--- config.mk ---
export PLATFORM = sky130hd
export DESIGN_NAME = step_clock_gen
export DESIGN_NICKNAME = d
export VERILOG_FILES = /design/src/rtl/step_clock_gen.sv
export SDC_FILE = /design/constraint.sdc
export NUM_CORES = 1
export LEC_CHECK = 0
export ABC_AREA = 0
export CORE_MARGIN = 2
export CORE_UTILIZATION = 40
export CTS_CLUSTER_DIAMETER = 80
export DETAILED_ROUTE_END_ITERATION = 8
export PLACE_DENSITY_LB_ADDON = 0.05
export SYNTH_ARGS = -nofsm -noshare
export SYNTH_HDL_FRONTEND = slang
export SYNTH_SLANG_ARGS = --single-unit
--- constraint.sdc ---
create_clock -name CLK -period 3 [get_ports CLK]
set_input_delay 0.45 -clock CLK [delete_from_list [all_inputs] [get_ports CLK]]
set_output_delay 0.45 -clock CLK [all_outputs]
set_load 0.02 [all_outputs]
--- src/rtl/step_clock_gen.sv ---
// -----------------------------------------------------------------------------
// step_clock_gen
//
// Generates the CPU clock (CPUCLK) for the SingleCycleCPU from the 100 MHz
// board clock. In single-step mode, each debounced press of a raw push button
// produces one clean pulse of fixed width. In auto-run mode, selected by a
// slide switch, a divider produces a periodic pulse train instead. A step
// counter and a busy flag are exported for the display path.
//
// Ports
//   CLK        in   1      board clock; all state updates on the rising edge
//   Reset      in   1      asynchronous, active-low reset
//   Button     in   1      raw, bouncy, asynchronous push button (1 = pressed)
//   AutoRun    in   1      raw slide switch (1 = auto-run, 0 = single-step)
//   CPUCLK     out  1      generated CPU clock (registered)
//   Busy       out  1      high during the high and low-recovery phases of a pulse
//   StepCount  out  CNT_W  CPUCLK rising edges since reset, wraps modulo 2^CNT_W
// -----------------------------------------------------------------------------
module step_clock_gen #(
  parameter int DEBOUNCE_CYCLES   = 1000000,
  parameter int PULSE_HIGH_CYCLES = 4,
  parameter int AUTO_DIV          = 50000000,
  parameter int CNT_W             = 16
) (
  input  logic             CLK,
  input  logic             Reset,
  input  logic             Button,
  input  logic             AutoRun,
  output logic             CPUCLK,
  output logic             Busy,
  output logic [CNT_W-1:0] StepCount
);

  // The debounce counter is kept at least 16 bits wide even for small
  // debounce settings, and grows as needed for large ones.
  localparam int DCNT_W = ($clog2(DEBOUNCE_CYCLES + 1) > 16) ? $clog2(DEBOUNCE_CYCLES + 1) : 16;
  localparam int ACNT_W = ($clog2(AUTO_DIV) > 1) ? $clog2(AUTO_DIV) : 1;
  localparam int PCNT_W = (PULSE_HIGH_CYCLES > 1) ? $clog2(PULSE_HIGH_CYCLES) : 1;

  localparam logic [DCNT_W-1:0] DCNT_MAX  = DCNT_W'(DEBOUNCE_CYCLES);
  localparam logic [ACNT_W-1:0] ACNT_LAST = ACNT_W'(AUTO_DIV - 1);
  localparam logic [PCNT_W-1:0] PCNT_LAST = PCNT_W'(PULSE_HIGH_CYCLES - 1);

  typedef enum logic [1:0] {
    DB_IDLE,
    DB_WAIT_PRESS,
    DB_HELD,
    DB_WAIT_RELEASE
  } dbState_t;

  typedef enum logic [1:0] {
    PG_LOW,
    PG_HIGH,
    PG_RECOVER
  } pgState_t;

  logic r_btnMeta;
  logic r_btnSync;
  logic r_autoMeta;
  logic r_autoSync;

  dbState_t          r_dbState;
  dbState_t          w_dbStateNext;
  logic [DCNT_W-1:0] r_dcnt;
  logic [DCNT_W-1:0] w_dcntNext;
  logic              w_btnReq;

  logic [ACNT_W-1:0] r_acnt;
  logic              w_autoReq;
  logic              w_req;

  pgState_t          r_pgState;
  pgState_t          w_pgStateNext;
  logic [PCNT_W-1:0] r_pcnt;
  logic [PCNT_W-1:0] w_pcntNext;
  logic              r_cpuClk;
  logic              w_cpuClkNext;
  logic              r_busy;
  logic              w_busyNext;
  logic [CNT_W-1:0]  r_stepCount;
  logic [CNT_W-1:0]  w_stepCountNext;

  // Two-flop synchronizers for both raw inputs.
  always_ff @(posedge CLK or negedge Reset) begin
    if (!Reset) begin
      r_btnMeta  <= 1'b0;
      r_btnSync  <= 1'b0;
      r_autoMeta <= 1'b0;
      r_autoSync <= 1'b0;
    end else begin
      r_btnMeta  <= Button;
      r_btnSync  <= r_btnMeta;
      r_autoMeta <= AutoRun;
      r_autoSync <= r_autoMeta;
    end
  end

  // Debounce FSM state register.
  always_ff @(posedge CLK or negedge Reset) begin
    if (!Reset) begin
      r_dbState <= DB_IDLE;
      r_dcnt    <= '0;
    end else begin
      r_dbState <= w_dbStateNext;
      r_dcnt    <= w_dcntNext;
    end
  end

  // Debounce next-state logic. A level change is accepted only after it has
  // been seen stable long enough; the request fires once on the accepted
  // press, and bounces on release fall back to HELD without a new request.
  always_comb begin
    w_dbStateNext = r_dbState;
    w_dcntNext    = r_dcnt;
    w_btnReq      = 1'b0;
    case (r_dbState)
      DB_IDLE: begin
        if (r_btnSync) begin
          w_dbStateNext = DB_WAIT_PRESS;
          w_dcntNext    = DCNT_W'(1);
        end
      end
      DB_WAIT_PRESS: begin
        if (!r_btnSync) begin
          w_dbStateNext = DB_IDLE;
          w_dcntNext    = '0;
        end else if (r_dcnt == DCNT_MAX) begin
          w_dbStateNext = DB_HELD;
          w_dcntNext    = '0;
          w_btnReq      = 1'b1;
        end else begin
          w_dcntNext = r_dcnt + DCNT_W'(1);
        end
      end
      DB_HELD: begin
        if (!r_btnSync) begin
          w_dbStateNext = DB_WAIT_RELEASE;
          w_dcntNext    = DCNT_W'(1);
        end
      end
      DB_WAIT_RELEASE: begin
        if (r_btnSync) begin
          w_dbStateNext = DB_HELD;
          w_dcntNext    = '0;
        end else if (r_dcnt == DCNT_MAX) begin
          w_dbStateNext = DB_IDLE;
          w_dcntNext    = '0;
        end else begin
          w_dcntNext = r_dcnt + DCNT_W'(1);
        end
      end
      default: begin
        w_dbStateNext = DB_IDLE;
        w_dcntNext    = '0;
      end
    endcase
  end

  // Auto-run divider: parked at zero while the switch is off, so the first
  // request always comes a full period after auto-run is selected.
  always_ff @(posedge CLK or negedge Reset) begin
    if (!Reset) begin
      r_acnt <= '0;
    end else if (!r_autoSync) begin
      r_acnt <= '0;
    end else if (r_acnt == ACNT_LAST) begin
      r_acnt <= '0;
    end else begin
      r_acnt <= r_acnt + ACNT_W'(1);
    end
  end

  assign w_autoReq = r_autoSync && (r_acnt == ACNT_LAST);

  // In auto-run mode button requests are discarded; the debouncer still
  // tracks the button so switching modes never leaves it in a stale state.
  assign w_req = r_autoSync ? w_autoReq : w_btnReq;

  // Pulse generator state register; CPUCLK, Busy and StepCount are all
  // registered so the CPU sees a glitch-free clock.
  always_ff @(posedge CLK or negedge Reset) begin
    if (!Reset) begin
      r_pgState   <= PG_LOW;
      r_pcnt      <= '0;
      r_cpuClk    <= 1'b0;
      r_busy      <= 1'b0;
      r_stepCount <= '0;
    end else begin
      r_pgState   <= w_pgStateNext;
      r_pcnt      <= w_pcntNext;
      r_cpuClk    <= w_cpuClkNext;
      r_busy      <= w_busyNext;
      r_stepCount <= w_stepCountNext;
    end
  end

  // Pulse generator next-state logic. Requests are only honoured in LOW, so
  // anything arriving during HIGH or RECOVER is dropped rather than queued.
  always_comb begin
    w_pgStateNext   = r_pgState;
    w_pcntNext      = r_pcnt;
    w_cpuClkNext    = r_cpuClk;
    w_busyNext      = r_busy;
    w_stepCountNext = r_stepCount;
    case (r_pgState)
      PG_LOW: begin
        if (w_req) begin
          w_pgStateNext   = PG_HIGH;
          w_pcntNext      = '0;
          w_cpuClkNext    = 1'b1;
          w_busyNext      = 1'b1;
          w_stepCountNext = r_stepCount + CNT_W'(1);
        end
      end
      PG_HIGH: begin
        if (r_pcnt == PCNT_LAST) begin
          w_pgStateNext = PG_RECOVER;
          w_pcntNext    = '0;
          w_cpuClkNext  = 1'b0;
        end else begin
          w_pcntNext = r_pcnt + PCNT_W'(1);
        end
      end
      PG_RECOVER: begin
        if (r_pcnt == PCNT_LAST) begin
          w_pgStateNext = PG_LOW;
          w_pcntNext    = '0;
          w_busyNext    = 1'b0;
        end else begin
          w_pcntNext = r_pcnt + PCNT_W'(1);
        end
      end
      default: begin
        w_pgStateNext = PG_LOW;
        w_pcntNext    = '0;
        w_cpuClkNext  = 1'b0;
        w_busyNext    = 1'b0;
      end
    endcase
  end

  assign CPUCLK    = r_cpuClk;
  assign Busy      = r_busy;
  assign StepCount = r_stepCount;

endmodule

# Word-level counts from Yosys, hierarchy flattened
# Cells that the tools add are included.
[op_classes]
bitwise = 2
addsub = 4
n_eq_ne = 15
muxes = 30
reduce_logical = 10
[ops]
columns = ["cell", "n"]
rows = [
  ["$mux 20", 5],
  ["$pmux 20 s4", 1],
  ["$mux 26", 2],
  ["$add 26x1->26 const B", 1],
  ["$eq 26x26->1 const B", 1],
  ["$mux 2", 11],
  ["$add 20x1->20 const B", 1],
  ["$eq 20x20->1 const B", 1],
  ["$add 16x1->16 const B", 1],
  ["$ne 2x2->1 const B", 5],
  ["$reduce_and 3->1", 3],
  ["$eq 2x2->1 const B", 4],
  ["$pmux 2 s4", 1],
  ["$mux 1", 6],
  ["$ne 3x3->1 const B", 2],
  ["$pmux 1 s3", 2],
  ["$pmux 2 s3", 1],
  ["$eq 2x1->1 const B", 2],
  ["$logic_not 2->1", 2],
  ["$pmux 2 s2", 1],
  ["$reduce_and 2->1", 2],
  ["$reduce_and 4->1", 1],
  ["$add 2x1->2 const B", 1],
  ["$not 1->1", 2],
  ["2 further kinds", 2],
]
[totals]
wordCells = 73
out_inout_bits = 18
regBits = 74
input_bits = 4

# Depth between registers and ports, before layout
# Gate-level depths: netlist of the first run.
[depth]
depth_word = 7
mapped_depth = 9
mapped_depth_nobuf = 7

# Least setup slack after synthesis of the first run
# No wires, ideal clock.
[synth_path]
path_kind = "flip-flop to flip-flop"
start = "reg r_dcnt[5]"
end = "reg r_stepCount[1] (netlist: StepCount[1])"
setup_time_ns = 0.125
setup_slack_ns = 0.779
n_path_buf = 0
synth_period_minus_slack_ns = 2.221
arrival_time_ns = 2.096
required_ns = 2.875
stages_incl_launch_ff = 6
path_cell_list = "dfrtp_1 or4_1 or3_4 nor3_4 o21ai_2 mux2_4"
[synth_via]
elab_chain_len = 6
[synth_lines]
columns = ["element", "line", "text"]
rows = [
  ["start, declared", "64", "logic [DCNT_W-1:0] r_dcnt;"],
  ["start signal, assigned", "105", "r_dcnt <= w_dcntNext;"],
  ["$eq 20x20->1", "127", "end else if (r_dcnt == DCNT_MAX) begin"],
  ["$mux 1", "127", ""],
  ["$mux 1", "124", "if (!r_btnSync) begin"],
  ["$mux 1", "116", "case (r_dbState)"],
  ["$mux 1", "177", "assign w_req = r_autoSync ? w_autoReq : w_btnReq;"],
  ["$reduce_and 2->1 (no line)", "--", ""],
  ["end signal, assigned", "193", "r_stepCount <= w_stepCountNext;"],
  ["end, declared", "80", "logic [CNT_W-1:0] r_stepCount;"],
]
# Every way passes these cells.
# A chain may end at the register's enable or synchronous reset.

# Worst setup path after layout of the first run
[layout_path]
start = "reg r_dcnt[5]"
end = "reg r_dcnt[17]"
[layout_via]
elab_chain_len = 4
elab_cells_between_ends = 6
cone_classes = "add/sub (1); eq/ne (1); mux (4)"
[layout_lines]
columns = ["element", "line"]
rows = [
  ["$add 20x1->20 or $eq 20x20->1 (tied branches)", "--"],
  ["$mux 20 (*)", "127, 145"],
  ["$mux 20, on equally long branches", "142, 124"],
  ["$pmux 20 s4 (*)", "116"],
]
# Every way passes the cells marked *; elsewhere a longest branch is shown, timed or not.

==> results_dict.tcl, run 1 <==
set metrics [dict create \
    grtUsageMet1_pct 23.3 \
    final_cell_area_sq_um 4410 \
    drt-total-wl_um 7790 \
    power_density_nw_per_um2 484 \
    postCtsSetupBuffers 0 \
    synth_edf_count 0 \
    synth_compound_area_share_pct 12.6 \
    slowest_stage "o211a_1" \
    drc 0 \
    port-buffer-count 21 \
    synth_seq_area_share_pct 48.1 \
    clock_latency_ps 340 \
    area_delta_synth_final_pct 14.6 \
    ys_top_cells_by_area "dfrtp_1, xor2_1, xnor2_1, nor2_1, nand4_1" \
    drv_cap 0 \
    layout_common_cells "dfrtp_1, nor2_1, nand2_1" \
    synth-adder-area-share_pct 2.60 \
    status "completed" \
    worst_slew_pin_slew_ps 952 \
    start_kind "flop" \
    critical_path.max_stage_delay_ps 580 \
    drtAntennaViolNets 0 \
    tns_ps 0 \
    synthArstFlopShare_pct 100 \
    vias 2866 \
    fp.coreArea_sq_um 9280 \
    fmax_mhz 390 \
    grt_pass1_vias 2761 \
    syn_inst 379 \
    crit_chain "or4_1 > or3_1 > o211a_1 > a21o_1 > a21o_1" \
    first_iter_violations 67 \
    start_util_pct 41.4 \
    synth_top_area_cell "dfrtp_1" \
    n_fill_cell 876 \
    cts_root_buf "clkbuf_8" \
    cts_made_buffers 9 \
    grt_util_met2_pct 25.4 \
    final_common_cell "dfrtp_1" \
    cts-resized-gates 0 \
    period_needed_ps 2560 \
    drt-wirelength-per-cell_um 14.4 \
    path_class "flop to flop" \
    yosys_register_bits 74 \
    period_share_pct 85.5 \
    track_usage_pct 16.4 \
    layout_setup_ws_ps 436 \
    synth-simple-area-share_pct 22.5 \
    rsz0062_at_grt "false" \
    final_max_slew_viol_count 0 \
    n_antenna_cell 0 \
    synth_top_family_by_area "simple AND/OR/NAND/NOR gates" \
    p_total_mw 2.13 \
    ys_warn_count 0 \
    yosys.area.top_type_share_pct 48.1 \
    antenna_found_initial 0 \
    ys.flop_type "dfrtp_1" \
    dieArea_sq_um 10400 \
    place_hpwl_um 5110 \
    die_h_um 102 \
    drtPass1Iterations 4 \
    place_area_sq_um 4200 \
    cp.arrival_ps 2810 \
    maxSlewHeadroom_pct 36.5 \
    clkTransAtPathRegs_ps 80 \
    grt_pass1_wl_um 13500 \
    syn_area_per_cell_sq_um 10.1 \
    fin_skew_ps 13.5 \
    worstPathRequired_ps 3240 \
    cpMostUsedCell "a21o_1" \
    grt_overflow 0 \
    leakagePower_nw 1.92 \
    clock_path_buffers 2 \
    syn-num-nets 391 \
    setup_violations 0 \
    place.gp.congestion 0.778 \
    path_max_fanout 29 \
    synth_area_sq_um 3850 \
    final_nets 418 \
    critPathBufInv 0 \
    ys_types 53 \
    clock-sinks 74 \
    gr-usage-met3_pct 2.74 \
    busiest_layer "met2" \
    vias_per_cell 5.31 \
    cp_top_family "compound AO/OA/AOI/OAI gates" \
    cts_hold_buf 0 \
    hold_class "primary input to async pin" \
    drive_above_1_share_pct 10.9 \
    io_pins 22 \
    synth.area.mux_share_pct 1.85 \
    ir_worst_vdd_uv 248 \
    synth_xor_area_share_pct 9.11 \
    htree_levels 3 \
    holdWs_ps 234 \
    cts_tree "done" \
    end_kind "flop" \
    fp-row-count 35 \
    grt_max_degree 75 \
    die_w_um 102 \
    place_ws_ps 457 \
    hold_viol 0 \
]
-- worst paths after layout --
check | start | to | slack, ps | cells after the start
min | Reset | r_acnt[14]$_DFF_PN0_ | 230 | 1
max in group asynchronous | Reset | r_pgState[1]$_DFFE_PN0P_ | 2130 | 1
max reg2reg | r_dcnt[5]$_DFFE_PN0P_ | r_dcnt[17]$_DFFE_PN0P_ | 440 | 5
max | r_dcnt[5]$_DFFE_PN0P_ | r_dcnt[17]$_DFFE_PN0P_ | 440 | 5
min reg2reg | r_btnMeta$_DFF_PN0_ | r_btnSync$_DFF_PN0_ | 340 | 0
min in group CLK | r_btnMeta$_DFF_PN0_ | r_btnSync$_DFF_PN0_ | 340 | 0
-- layer usage --
metal / part of all wire [%] / up-vias
met1: 51 / 1385
met5: 0 / -
li1: - / 1430
met4: 1.5 / 0
met3: 2.5 / 14
met2: 45 / 37
-- where the power goes --
group | internal, mW | switching, mW
clock | 0.429 | 0.381
sequential | 1.03 | 0.0536
combinational | 0.0797 | 0.155
-- Yosys cell counts (all sizes together), types with 7 or more instances --
| cell type | instances |
|---|---|
| xnor2 | 19 |
| clkbuf | 7 |
| nor3 | 8 |
| nand2 | 25 |
| and3 | 17 |
| nor2 | 37 |
| nand3 | 19 |
| a21oi | 12 |
| inv | 12 |
| ha | 8 |
| dfrtp | 74 |
| nand4 | 20 |
| xor2 | 21 |
| a31oi | 12 |
| o21ai | 14 |
-- cell families after synthesis --
family / count (synthesis)
fa+ha+maj: 8
flops: 74
mux: 6
xor+xnor: 40
compound gates: 67
buf+inv: 25
simple gates: 159
-- flip-flops by register name, indices dropped and copies added (netlist names), named ones only --
name	cells
r_autoMeta	1
r_autoSync	1
StepCount	16
r_dbState	1
r_acnt	26
Busy	1
r_dcnt	20
CPUCLK	1
r_pcnt	2
r_btnSync	1
r_btnMeta	1
r_pgState	2
-- stage by stage --
step | utilization, % | instances
2_1_floorplan | - | 379
3_3_place_gp | 45.3 | 524
3_5_place_dp | 45.3 | 524
4_1_cts | 47.5 | 540
5_1_grt | 47.5 | 540
6_report | 47.5 | 540
-- worst reg2reg max path: cells and delay by family (launching register included) --
kind / cells / cell delay [ps]
AND/OR/NAND/NOR: 2 / 990
AO/OA/AOI/OAI: 3 / 1050
flip-flops: 1 / 440
-- final cells by class --
type                    instances  area, sq um  area share [%]
clock buffers                  12          155            3.52
multi-input cells             280         1880            42.6
inverters                      12         45.0            1.02
flip-flops and latches         74         1850            42.0
repair buffers                 29          268            6.07
well taps                     129          161            3.66
clock inverters                 4         50.0            1.14
Power figures use the tool's default switching activity.
==> inputs of run 2 (changes only) <==
Settings changed: DONT_BUFFER_PORTS from default to 1.
==> run 2 against run 1 <==
Critical path depth did not move; global-route usage up 0.14 points; highest routed layer unchanged; utilization shrank 1.9 points; wire length increased by 0.10%; maximum frequency increased by 0.42%; non-clock buffer count decreased by 19; largest power group unchanged; sequential share of layout area is 1.8 points higher; largest cell class unchanged; cell count fell by 3.5%; cell area is 4.1% lower; sequential power is essentially flat; via count decreased by 2.6%; flip-flop and latch count is the same.
==> results_dict.tcl, run 2 (synthesized netlist as in run 1, its figures left out) <==
set metrics [dict create \
    largest_reg_flops 26 \
    pwr-share-seq_pct 51.7 \
    htree_levels 3 \
    power_density_nw_per_um2 498 \
    final_max_slew_viol_count 0 \
    io_pins 22 \
    layout_setup_ws_ps 446 \
    dieArea_sq_um 10400 \
    place.gp.congestion 0.760 \
    pwr-share-comb_pct 11.3 \
    fp.coreArea_sq_um 9280 \
    swShare_pct 28.7 \
    ir_worst_vdd_uv 222 \
    crit_start "r_dcnt[5]$_DFFE_PN0P_" \
    final_nets 399 \
    switching_power_mw 0.604 \
    path_max_fanout 29 \
    reg2reg_depth 5 \
    critical_path.endpoint "r_dcnt[3]$_DFFE_PN0P_" \
    place_hpwl_um 5030 \
    die_w_um 102 \
    postCtsSetupBuffers 0 \
    final_common_cell "dfrtp_1" \
    drv_cap 0 \
    clock_path_buffers 2 \
    grt_pass1_vias 2812 \
    vias_per_cell 5.36 \
    port-buffer-count 0 \
    area_delta_synth_final_pct 9.92 \
    gr-usage-met3_pct 2.80 \
    fp-row-count 35 \
    grtUsageMet1_pct 22.9 \
    n_antenna_cell 0 \
    die_h_um 102 \
    tns_ps 0 \
    cts_tree "done" \
    path_class "flop to flop" \
    period_share_pct 85.1 \
    vias 2791 \
    grt_overflow 0 \
    drtPass1Iterations 4 \
    start_kind "flop" \
    cts_made_buffers 9 \
    grt_pass1_wl_um 13600 \
    rsz0062_at_grt "false" \
    clock_latency_ps 350 \
    hold_class "primary input to flop" \
    clkTransAtPathRegs_ps 90 \
    worstPathRequired_ps 3220 \
    r2r-end "r_dcnt[3]$_DFFE_PN0P_" \
    final_cell_area_sq_um 4230 \
    worst_slew_pin_slew_ps 836 \
    maxSlewHeadroom_pct 44.2 \
    fmax_mhz 392 \
    drc 0 \
    setup_violations 0 \
    first_iter_violations 65 \
    place_area_sq_um 4000 \
    end_kind "flop" \
    grt_util_met2_pct 25.5 \
    period_needed_ps 2550 \
    cp.arrival_ps 2770 \
    slowest_stage "o211a_1" \
    drt-total-wl_um 7790 \
    layout_common_cells "dfrtp_1, nor2_1, nand2_1" \
    grt_max_degree 75 \
    top_register "r_acnt" \
    busiest_layer "met2" \
    crit_chain "or4_1 > or3_1 > o211a_1 > a41oi_1 > a31oi_1" \
    intPower_mw 1.50 \
    critical_path.max_stage_delay_ps 570 \
    status "completed" \
    leakagePower_nw 1.86 \
    cts_root_buf "clkbuf_8" \
    place_ws_ps 454 \
    drt-wirelength-per-cell_um 15.0 \
    drtAntennaViolNets 0 \
    cts-resized-gates 0 \
    regToRegSetupSlack_ps 450 \
    drive_above_1_share_pct 11.5 \
    start_util_pct 41.4 \
    fin_skew_ps 14.1 \
    track_usage_pct 16.5 \
    n_fill_cell 900 \
    antenna_found_initial 0 \
    clock-sinks 74 \
    p_clk_share_pct 37.0 \
    rr_startpoint "r_dcnt[5]$_DFFE_PN0P_" \
    min_from "AutoRun" \
    hold_viol 0 \
]
## run 2: cell types whose count changed in the layout (fill, tap and decap cells not counted), sizes merged
cell,change
clkinv,+2
dlygate4sd3,+1
clkdlybuf4s50,-20
clkbuf,-2
## run 2: worst min-delay path by stage
stage,end,slack (ps),depth (start not counted)
3_3_place_gp,r_acnt[13]$_DFF_PN0_,160,0
4_1_cts,r_autoMeta$_DFF_PN0_,90,0
6_report,r_autoMeta$_DFF_PN0_,120,0
5_1_grt,r_autoMeta$_DFF_PN0_,90,0
2_1_floorplan,Busy$_DFFE_PN0P_,150,0
3_5_place_dp,r_acnt[14]$_DFF_PN0_,160,0
## run 2: critical path: cells and delay by family, from the launching register on
| kind | cells | cell delay, ps |
|---|---|---|
| AND/OR/NAND/NOR | 2 | 980 |
| flip-flops | 1 | 430 |
| AO/OA/AOI/OAI | 3 | 1010 |
## run 2: through the flow
step                      utilization [%]  hold slack (ps)  power [mW]  std cells
after global routing                 45.5             85.3        2.22        521
after detailed placement             43.0              156        1.32        503
final                                45.5              117        2.10        521
after CTS                            45.5             93.4        2.14        521
after floorplan                         -              154        1.28        379
after global placement               43.0              156        1.32        503
## run 2: layout make-up
cell class,count,area (sq um),share of cell area (%)
Sequential cell,74,1850,43.8
Clock inverter,6,67.6,1.60
Inverter,12,45.0,1.07
Tap cell,129,161,3.82
Multi-Input combinational cell,280,1880,44.4
Clock buffer,10,128,3.02
Timing Repair Buffer,10,97.6,2.31
## run 2: per-layer routing
metal,wire (um),part of all wire [%],vias up
met1,3950,51,1375
met3,191,2.5,10
li1,-,-,1381
met4,124,1.6,0
met5,0,0,-
met2,3530,45,25
## run 2: power by group through the flow
stage               registers, mW  clock network (mW)  logic, mW
floorplan                    1.08                   0      0.201
global placement             1.11                   0      0.216
detailed placement           1.11                   0      0.214
CTS                          1.09               0.810      0.242
global route                 1.09               0.850      0.276
finish                       1.09               0.779      0.237
## run 2: repair_timing
item,4_1_cts,5_1_grt
endpoints found under the hold margin,74,0
endpoints found under the setup margin,0,0
hold buffers,2,0
